`config.mk`:
```
export PLATFORM = sky130hd
export DESIGN_NAME = fetch_sequencer_flat
export DESIGN_NICKNAME = d
export VERILOG_FILES = /design/src/rtl/core_pkg.sv /design/src/rtl/fetch_sequencer_if.sv /design/src/rtl/flag_gen.sv /design/src/rtl/fetch_sequencer.sv /design/src/flat_wrapper.sv
export SDC_FILE = /design/constraint.sdc
export NUM_CORES = 1
export LEC_CHECK = 0
export CORE_ASPECT_RATIO = 0.5
export CORE_MARGIN = 10
export CORE_UTILIZATION = 40
export DETAILED_ROUTE_END_ITERATION = 16
export GPL_ROUTABILITY_DRIVEN = 0
export PLACE_DENSITY_LB_ADDON = 0.15
export SLEW_MARGIN = 20
export SYNTH_ARGS = -nofsm -noshare
export SYNTH_HDL_FRONTEND = slang
export SYNTH_SLANG_ARGS = --single-unit
```
`constraint.sdc`:
```
create_clock -name i_clk -period 1.95 [get_ports i_clk]
set_input_delay 0.4875 -clock i_clk [delete_from_list [all_inputs] [get_ports i_clk]]
set_output_delay 0.4875 -clock i_clk [all_outputs]
set_load 0.01 [all_outputs]
```
`src/rtl/core_pkg.sv`:
```
// Purpose: shared types and constants for the 16-bit core (state enum, opcodes, word type).
// Latency: n/a, declarations only.
// Backpressure: n/a.
package core_pkg;

   typedef logic [15:0] word_t;

   typedef enum logic [2:0] {
      ST_IDLE   = 3'd0,
      ST_FETCH  = 3'd1,
      ST_DECODE = 3'd2,
      ST_EXEC   = 3'd3,
      ST_UPDATE = 3'd4,
      ST_HALT   = 3'd5
   } seq_state_t;

   localparam logic [3:0] OP_BR   = 4'b1100;
   localparam logic [3:0] OP_JMP  = 4'b1101;
   localparam logic [3:0] OP_HALT = 4'b1111;

   localparam word_t RESET_IP_DEFAULT = 16'h0000;

endpackage

```
`src/rtl/fetch_sequencer_if.sv`:
```
// Purpose: bundles the instruction-fetch (req/ack) and datapath dispatch (start/done) handshakes.
// Latency: n/a, wiring only.
// Backpressure: memory stalls by holding mem_ack low; datapath stalls by holding exec_done low.
interface fetch_sequencer_if;
   import core_pkg::*;

   logic  mem_req;
   word_t mem_addr;
   logic  mem_ack;
   word_t mem_rdata;
   logic  exec_start;
   logic  exec_done;
   logic  wb_valid;
   word_t wb_result;

   // Sequencer side
   modport master (
      output mem_req, mem_addr, exec_start,
      input  mem_ack, mem_rdata, exec_done, wb_valid, wb_result
   );

   // Memory / datapath side
   modport slave (
      input  mem_req, mem_addr, exec_start,
      output mem_ack, mem_rdata, exec_done, wb_valid, wb_result
   );

endinterface

```
`src/rtl/flag_gen.sv`:
```
// Purpose: derives the one-hot NZP condition flags from a datapath result word.
// Latency: combinational.
// Backpressure: none.
module flag_gen
   import core_pkg::*;
(
   input  word_t i_result,
   output logic  o_n,
   output logic  o_z,
   output logic  o_p
);

   assign o_n = i_result[15];
   assign o_z = (i_result == 16'h0000);
   // Positive only when neither negative nor zero, so exactly one flag is ever set
   assign o_p = !o_n && !o_z;

endmodule

```
`src/rtl/fetch_sequencer.sv`:
```
// Purpose: multi-cycle fetch/decode/dispatch sequencer owning ip, ir, NZP flags and retire count.
// Latency: 3 cycles for BR/JMP, 4 for ALU ops with zero-wait memory and datapath; +1 per wait cycle.
// Backpressure: holds in FETCH until mem_ack and in EXEC until exec_done; run=0 parks it in IDLE.
module fetch_sequencer
   import core_pkg::*;
#(
   parameter word_t      RESET_IP = RESET_IP_DEFAULT,
   parameter logic [3:0] HALT_OP  = OP_HALT
)
(
   input  logic              i_clk,
   input  logic              i_rst,
   input  logic              i_run,
   fetch_sequencer_if.master bus,
   input  word_t             i_next_ip,
   output word_t             o_ip,
   output word_t             o_ir,
   output logic              o_flag_n,
   output logic              o_flag_z,
   output logic              o_flag_p,
   output logic              o_halted,
   output word_t             o_retire_cnt
);

   seq_state_t r_state;
   word_t      r_ip;
   word_t      r_ir;
   logic       r_flag_n;
   logic       r_flag_z;
   logic       r_flag_p;
   logic       r_mem_req;
   logic       r_exec_start;
   logic       r_halted;
   word_t      r_retire_cnt;

   logic       w_n;
   logic       w_z;
   logic       w_p;
   logic [3:0] w_opcode;

   assign w_opcode = r_ir[15:12];

   flag_gen u_flag_gen (
      .i_result (bus.wb_result),
      .o_n      (w_n),
      .o_z      (w_z),
      .o_p      (w_p)
   );

   // Sequencer FSM; every output is a register so downstream timing is clean
   always_ff @(posedge i_clk) begin
      if (i_rst) begin
         r_state      <= ST_IDLE;
         r_ip         <= RESET_IP;
         r_ir         <= 16'h0000;
         r_flag_n     <= 1'b0;
         r_flag_z     <= 1'b1;
         r_flag_p     <= 1'b0;
         r_mem_req    <= 1'b0;
         r_exec_start <= 1'b0;
         r_halted     <= 1'b0;
         r_retire_cnt <= 16'h0000;
      end else begin
         case (r_state)
            ST_IDLE: begin
               // Raise the request now so it is visible in the first FETCH cycle
               if (i_run) begin
                  r_mem_req <= 1'b1;
                  r_state   <= ST_FETCH;
               end
            end
            ST_FETCH: begin
               if (r_mem_req && bus.mem_ack) begin
                  r_ir      <= bus.mem_rdata;
                  r_mem_req <= 1'b0;
                  r_state   <= ST_DECODE;
               end
            end
            ST_DECODE: begin
               if (w_opcode == HALT_OP) begin
                  r_halted <= 1'b1;
                  r_state  <= ST_HALT;
               end else if (w_opcode == OP_BR || w_opcode == OP_JMP) begin
                  // Control flow is resolved entirely by the next-IP unit
                  r_state <= ST_UPDATE;
               end else begin
                  r_exec_start <= 1'b1;
                  r_state      <= ST_EXEC;
               end
            end
            ST_EXEC: begin
               r_exec_start <= 1'b0;
               if (bus.exec_done) begin
                  if (bus.wb_valid) begin
                     r_flag_n <= w_n;
                     r_flag_z <= w_z;
                     r_flag_p <= w_p;
                  end
                  r_state <= ST_UPDATE;
               end
            end
            ST_UPDATE: begin
               // next_ip is taken verbatim, so 16'hFFFF -> 16'h0000 is a legal step
               r_ip         <= i_next_ip;
               r_retire_cnt <= r_retire_cnt + 16'd1;
               if (i_run) begin
                  r_mem_req <= 1'b1;
                  r_state   <= ST_FETCH;
               end else begin
                  r_state <= ST_IDLE;
               end
            end
            ST_HALT: begin
               // Everything frozen; only reset leaves this state
               r_state <= ST_HALT;
            end
            default: begin
               r_state <= ST_IDLE;
            end
         endcase
      end
   end

   assign bus.mem_req    = r_mem_req;
   assign bus.mem_addr   = r_ip;
   assign bus.exec_start = r_exec_start;

   assign o_ip         = r_ip;
   assign o_ir         = r_ir;
   assign o_flag_n     = r_flag_n;
   assign o_flag_z     = r_flag_z;
   assign o_flag_p     = r_flag_p;
   assign o_halted     = r_halted;
   assign o_retire_cnt = r_retire_cnt;

endmodule
```
`src/flat_wrapper.sv`:
```
// flat-port wrapper written by rule: the top's interface ports become plain ports
module fetch_sequencer_flat import core_pkg::*;
#(
   parameter word_t      RESET_IP = RESET_IP_DEFAULT,
   parameter logic [3:0] HALT_OP  = OP_HALT
)
  (i_clk, i_rst, i_run, i_next_ip, o_ip, o_ir, o_flag_n, o_flag_z, o_flag_p, o_halted, o_retire_cnt, bus_mem_req, bus_mem_addr, bus_exec_start, bus_mem_ack, bus_mem_rdata, bus_exec_done, bus_wb_valid, bus_wb_result);
  fetch_sequencer_if bus_i ();
  input  logic i_clk;
  input  logic i_rst;
  input  logic i_run;
  input  word_t i_next_ip;
  output word_t o_ip;
  output word_t o_ir;
  output logic o_flag_n;
  output logic o_flag_z;
  output logic o_flag_p;
  output logic o_halted;
  output word_t o_retire_cnt;
  output wire logic [$bits(bus_i.mem_req)-1:0] bus_mem_req;
  output wire logic [$bits(bus_i.mem_addr)-1:0] bus_mem_addr;
  output wire logic [$bits(bus_i.exec_start)-1:0] bus_exec_start;
  input wire logic [$bits(bus_i.mem_ack)-1:0] bus_mem_ack;
  input wire logic [$bits(bus_i.mem_rdata)-1:0] bus_mem_rdata;
  input wire logic [$bits(bus_i.exec_done)-1:0] bus_exec_done;
  input wire logic [$bits(bus_i.wb_valid)-1:0] bus_wb_valid;
  input wire logic [$bits(bus_i.wb_result)-1:0] bus_wb_result;
  assign bus_mem_req = bus_i.mem_req;
  assign bus_mem_addr = bus_i.mem_addr;
  assign bus_exec_start = bus_i.exec_start;
  assign bus_i.mem_ack = bus_mem_ack;
  assign bus_i.mem_rdata = bus_mem_rdata;
  assign bus_i.exec_done = bus_exec_done;
  assign bus_i.wb_valid = bus_wb_valid;
  assign bus_i.wb_result = bus_wb_result;
  fetch_sequencer #(.RESET_IP(RESET_IP), .HALT_OP(HALT_OP)) u_core (.i_clk(i_clk), .i_rst(i_rst), .i_run(i_run), .bus(bus_i), .i_next_ip(i_next_ip), .o_ip(o_ip), .o_ir(o_ir), .o_flag_n(o_flag_n), .o_flag_z(o_flag_z), .o_flag_p(o_flag_p), .o_halted(o_halted), .o_retire_cnt(o_retire_cnt));
endmodule
```
* After elaboration in Yosys (flattened, before gate mapping)
Cells that the tools add are included.
** Storage, ports and cells
- Output and inout bits :: 70
- Flip-flop bits (word level) :: 57
- Input bits :: 54
- Word-level logic and storage cells :: 54
** Cells by class
- Eq/ne operators :: 14
- Mux-type cells :: 13
- Reductions and logical operators :: 16
- Add/sub/neg operators :: 1
** Operators with widths (number)
- $pmux W3 S6 :: 1
- $add A16 B1 Y16 const B :: 1
- $logic_not A16 Y1 :: 1
- $mux W3 :: 5
- $eq A4 B4 Y1 const B :: 3
- $reduce_and A3 Y1 :: 4
- $ne A2 B2 Y1 const B :: 4
- $eq A3 B2 Y1 const B :: 2
- $eq A3 B3 Y1 const B :: 2
- $mux W1 :: 5
- $ne A2 B1 Y1 const B :: 2
- $pmux W1 S2 :: 2
- $reduce_and A2 Y1 :: 2
- $reduce_bool A2 Y1 :: 2
- $eq A3 B1 Y1 const B :: 1
- $logic_not A3 Y1 :: 1
- $logic_and A1 B1 Y1 :: 2
- $logic_not A1 Y1 :: 2
- $reduce_or A2 Y1 :: 1
- $logic_or A1 B1 Y1 :: 1

* Logic depth before layout (Yosys ltp)
- Depth in word-level cells :: 5
- Depth in mapped cells :: 7
- Depth with buffers taken out :: 5

* Modules after synthesis
Synthesis repeated with hierarchy kept, for this count alone.
** Second synthesis, totals
- Cells, all modules :: 299
- Area total of the unflattened synthesis :: 2447.3 um^2
** Modules (own cells, without submodules)
- fetch_sequencer :: instances 1, area an instance 2397.3 um^2, sequential area each 1141.1 um^2, cells each 292
- flag_gen :: instances 1, area an instance 50.0 um^2, sequential area each 0.0 um^2, cells each 7

* Worst setup path before layout
No wires, ideal clock.
- Path kind :: register -> register
- Start :: register u_core.r_state[0]
- End :: register u_core.r_retire_cnt[15], in the netlist u_core.o_retire_cnt[15]
- Path slack :: 0.243 ns
- Buffers on the path :: 1
- Library setup time :: 0.070 ns
- Arrival time :: 1.637 ns
- Cell stages (with the launch flop) :: 6
- Clock period less this slack :: 1.707 ns
- Data required time :: 1.880 ns
- Cells stage by stage :: dfxtp_1 > or3b_1 > or2_1 > buf_6 > or4_1 > a21oi_1
** Between the ends
- Word-level cells in the longest chain between the ends :: 1
** Ends and longest elaborated chain
- from (decl) :: line fetch_sequencer.sv:25 : seq_state_t r_state;
- from (signal assigned) :: line fetch_sequencer.sv:53 : r_state <= ST_IDLE;
- from (signal assigned) :: line fetch_sequencer.sv:69 : r_state <= ST_FETCH;
- from (signal assigned) :: line fetch_sequencer.sv:76 : r_state <= ST_DECODE;
- $eq A3 B3 Y1 :: line fetch_sequencer.sv:64 : case (r_state)
- to (signal assigned) :: line fetch_sequencer.sv:105 : r_retire_cnt <= r_retire_cnt + 16'd1;
- to (decl) :: line fetch_sequencer.sv:34 : word_t r_retire_cnt;
No other way between the ends.
A chain may end at the register's enable or synchronous reset.

* Worst setup path in the final report
- Start :: register u_core.r_retire_cnt[2], in the netlist u_core.o_retire_cnt[2]
- End :: output port o_retire_cnt[2]
** RTL lines
- to (decl) :: line flat_wrapper.sv:19 : output word_t o_retire_cnt;
No word-level cell between the ends.

==> flow_summary.ini <==
[die]
pin_count = 124
rows = 19
core_area_sq_um = 5680
fp.dieH_um = 75.0
initial_core_util = 0.427
die_w_um = 130
die-area_sq_um = 9760

[finish]
nNetsFinal = 465
layout_common_cells = clkdlybuf4s50_1 (122), nand2_1 (77), dfxtp_1 (57)
drive_above_1_share = 0.0675
fillCellCount = 462
final_util = 0.691
diodes = 0
regArea_sq_um = 1140
multi_input_area_sq_um = 1080
area_delta_synth_final_pct = 62.0
layout_commonest_cell = clkdlybuf4s50_1

[yosys]
synthDominantCellAreaShare = 0.471
synth_edf_count = 0
syn_nets = 355
syn_inst = 300
synth_area_sq_um = 2420
synthDistinctLibCells = 38
synth_top_area_cell = dfxtp_1
seq_area_frac_synth = 0.471
synthTopCellsByArea = dfxtp_1 (47%), nand2_1 (12%), a21oi_1 (9.3%), buf_4 (5.0%), clkbuf_1 (2.3%)
yosysWarnings = 0
ys.flop_type = dfxtp_1
postSynth.asyncResetShare = 0
ys_ff_latch = 57
syn_area_per_cell_sq_um = 8.08

[power_and_ir_drop]
intPower_mw = 2.35
max-vdd-ir-drop_v = 0.000358
p_sw_mw = 0.626
netSwitchingFraction = 0.210
seqPwrFrac = 0.404
power_density_nw_per_um2 = 758
power_frac_comb = 0.094
p_clk_frac = 0.502
leakage_nw = 1.34

[route]
wl_per_cell_um = 15.6
drcViolationCount = 0
viasPerCell = 4.95
final_antenna_net_count = 0
drt_iter0_markers = 123
wirelength_mm = 7.59
via_count = 2416
drt_first_pass_iters = 4

[global_route]
grt_pass1_vias = 2464
grt_usage = 0.152
antenna_found_initial = 0
grt_max_degree = 50
grt_overflow = 0
grt_pass1_wl_mm = 11.9

[sta]
fin_crit_sh = 0.952
slew_headroom = 0.598
tns_ns = 0
finalSetupViolCount = 0
fin_crit_ns = 1.86
grt_setup_unrepaired = no
hold_viol = 0
skew_ns = 0.00335
fmax_mhz = 539
drv_slew = 0
tightestPinTransition_ns = 0.604
worst_slack_ns = 0.0936

[hold_path]
min_path_cells = 2
hold_class = register to register

[clock_tree]
cts_setup_buffers = 0
h-tree-depth = 3
ctsHoldBuffers = 0
clockBufferDepth = 2
clock-sinks = 57
post_cts_resized = 0
numCtsBuffers = 9
path_clk_slew_ns = 0.05
root_buffer = clkbuf_16
insertion_delay_ns = 0.32
cts_tree = yes

[worst_setup_path]
max_stage_delay_ns = 0.60
cp.required_ns = 1.46
reg2reg_depth = 4
worst_path_max_delay_cell = clkdlybuf4s50_1
rr_startpoint = u_core.o_retire_cnt[3]
critPathCaptureType = output port
start_kind = register
arrival_ns = 1.37
startpoint = u_core.o_retire_cnt[2]
critPathTopFamily = buffers and inverters
crit_fanout = 7
path_buf_inv = 1
reg2reg_to = u_core.o_retire_cnt[13]
path_class = register to output port
cp_cell_sequence = clkdlybuf4s50_1
rrSetupSlack_ns = 0.11
endpoint = o_retire_cnt[2]
crit_cells = 1

[job]
max_cap_viol_count = 0

[placed_design]
io_buffers = 123
pre_cts_slack_ns = 0.0428
dp_hpwl_mm = 5.71

[status]
status = completed
sequential cells by signal, summed over array words and instances (netlist names):
signal and cells:
u_core.bus.mem_addr 16, u_core.bus.exec_start 1, u_core.o_flag_n 1, u_core.o_retire_cnt 16, u_core.o_flag_p 1, u_core.r_state 3
u_core.bus.mem_req 1, u_core.o_halted 1, u_core.o_ir 16, u_core.o_flag_z 1
routing by layer:
metal,GRT usage,vias up,part of all wire
li1,-,1232,-
met1,0.155,1104,0.38
met2,0.267,72,0.51
met3,0.0883,8,0.096
met4,0.0408,0,0.0097
met5,0,-,0
per-stage QoR:
step,instance area [sq um],total power [mW],hold WS [ns],std cells
2_1_floorplan,2420,1.33,0.476,300
3_3_place_gp,3630,1.50,0.442,472
3_5_place_dp,3630,1.50,0.448,472
4_1_cts,3930,2.99,0.454,488
5_1_grt,3930,3.07,0.467,488
6_report,3930,2.98,0.451,488
cell families after synthesis:
logic type      share of synthesized area
xor+xnor                           0.0289
compound gates                      0.139
simple gates                        0.268
mux                               0.00413
fa+ha+maj                         0.00516
flops                               0.471
buf+inv                            0.0841
synthesized netlist by cell type, types with 3 or more instances:
library cell / number
a31oi_1: 3
nand3_1: 8
nand2_1: 77
a21oi_1: 45
buf_4: 16
nor2_1: 13
or3b_1: 3
nand4_1: 4
dfxtp_1: 57
xnor2_1: 3
clkbuf_1: 15
nor2b_1: 4
or4_1: 7
xor2_1: 5
nand2b_1: 3
o31ai_1: 7
nor4_1: 5
worst reg2reg max path: cells and delay by family, from the launching register on:
family,cells,cell delay (ns)
simple gates,3,1.19
flops,1,0.43
compound gates,1,0.16
worst min-delay path by stage:
stage	slack (ns)	from	end
2_1_floorplan	0.48	u_core.o_flag_p	u_core.o_flag_p
3_3_place_gp	0.44	u_core.o_ir[6]	u_core.o_ir[6]
3_5_place_dp	0.45	u_core.o_ir[3]	u_core.o_ir[3]
4_1_cts	0.45	u_core.o_ir[3]	u_core.o_ir[3]
5_1_grt	0.47	u_core.o_ir[6]	u_core.o_ir[6]
6_report	0.45	u_core.o_ir[3]	u_core.o_ir[3]
area by class of cell:
class / count / share of cell area
well taps: 73 / 0.0233
clock inverters: 2 / 0.00255
clock buffers: 14 / 0.0723
inverters: 2 / 0.00191
multi-input cells: 207 / 0.275
flip-flops and latches: 57 / 0.291
repair buffers: 133 / 0.335
power by group through the flow:
stage	clock network, mW	logic (mW)	registers, mW
6_report	1.49	0.281	1.20
5_1_grt	1.56	0.304	1.20
4_1_cts	1.51	0.282	1.20
3_5_place_dp	0	0.279	1.23
3_3_place_gp	0	0.274	1.22
2_1_floorplan	0	0.0967	1.23
No activity file was read; power rests on OpenSTA's default activity.
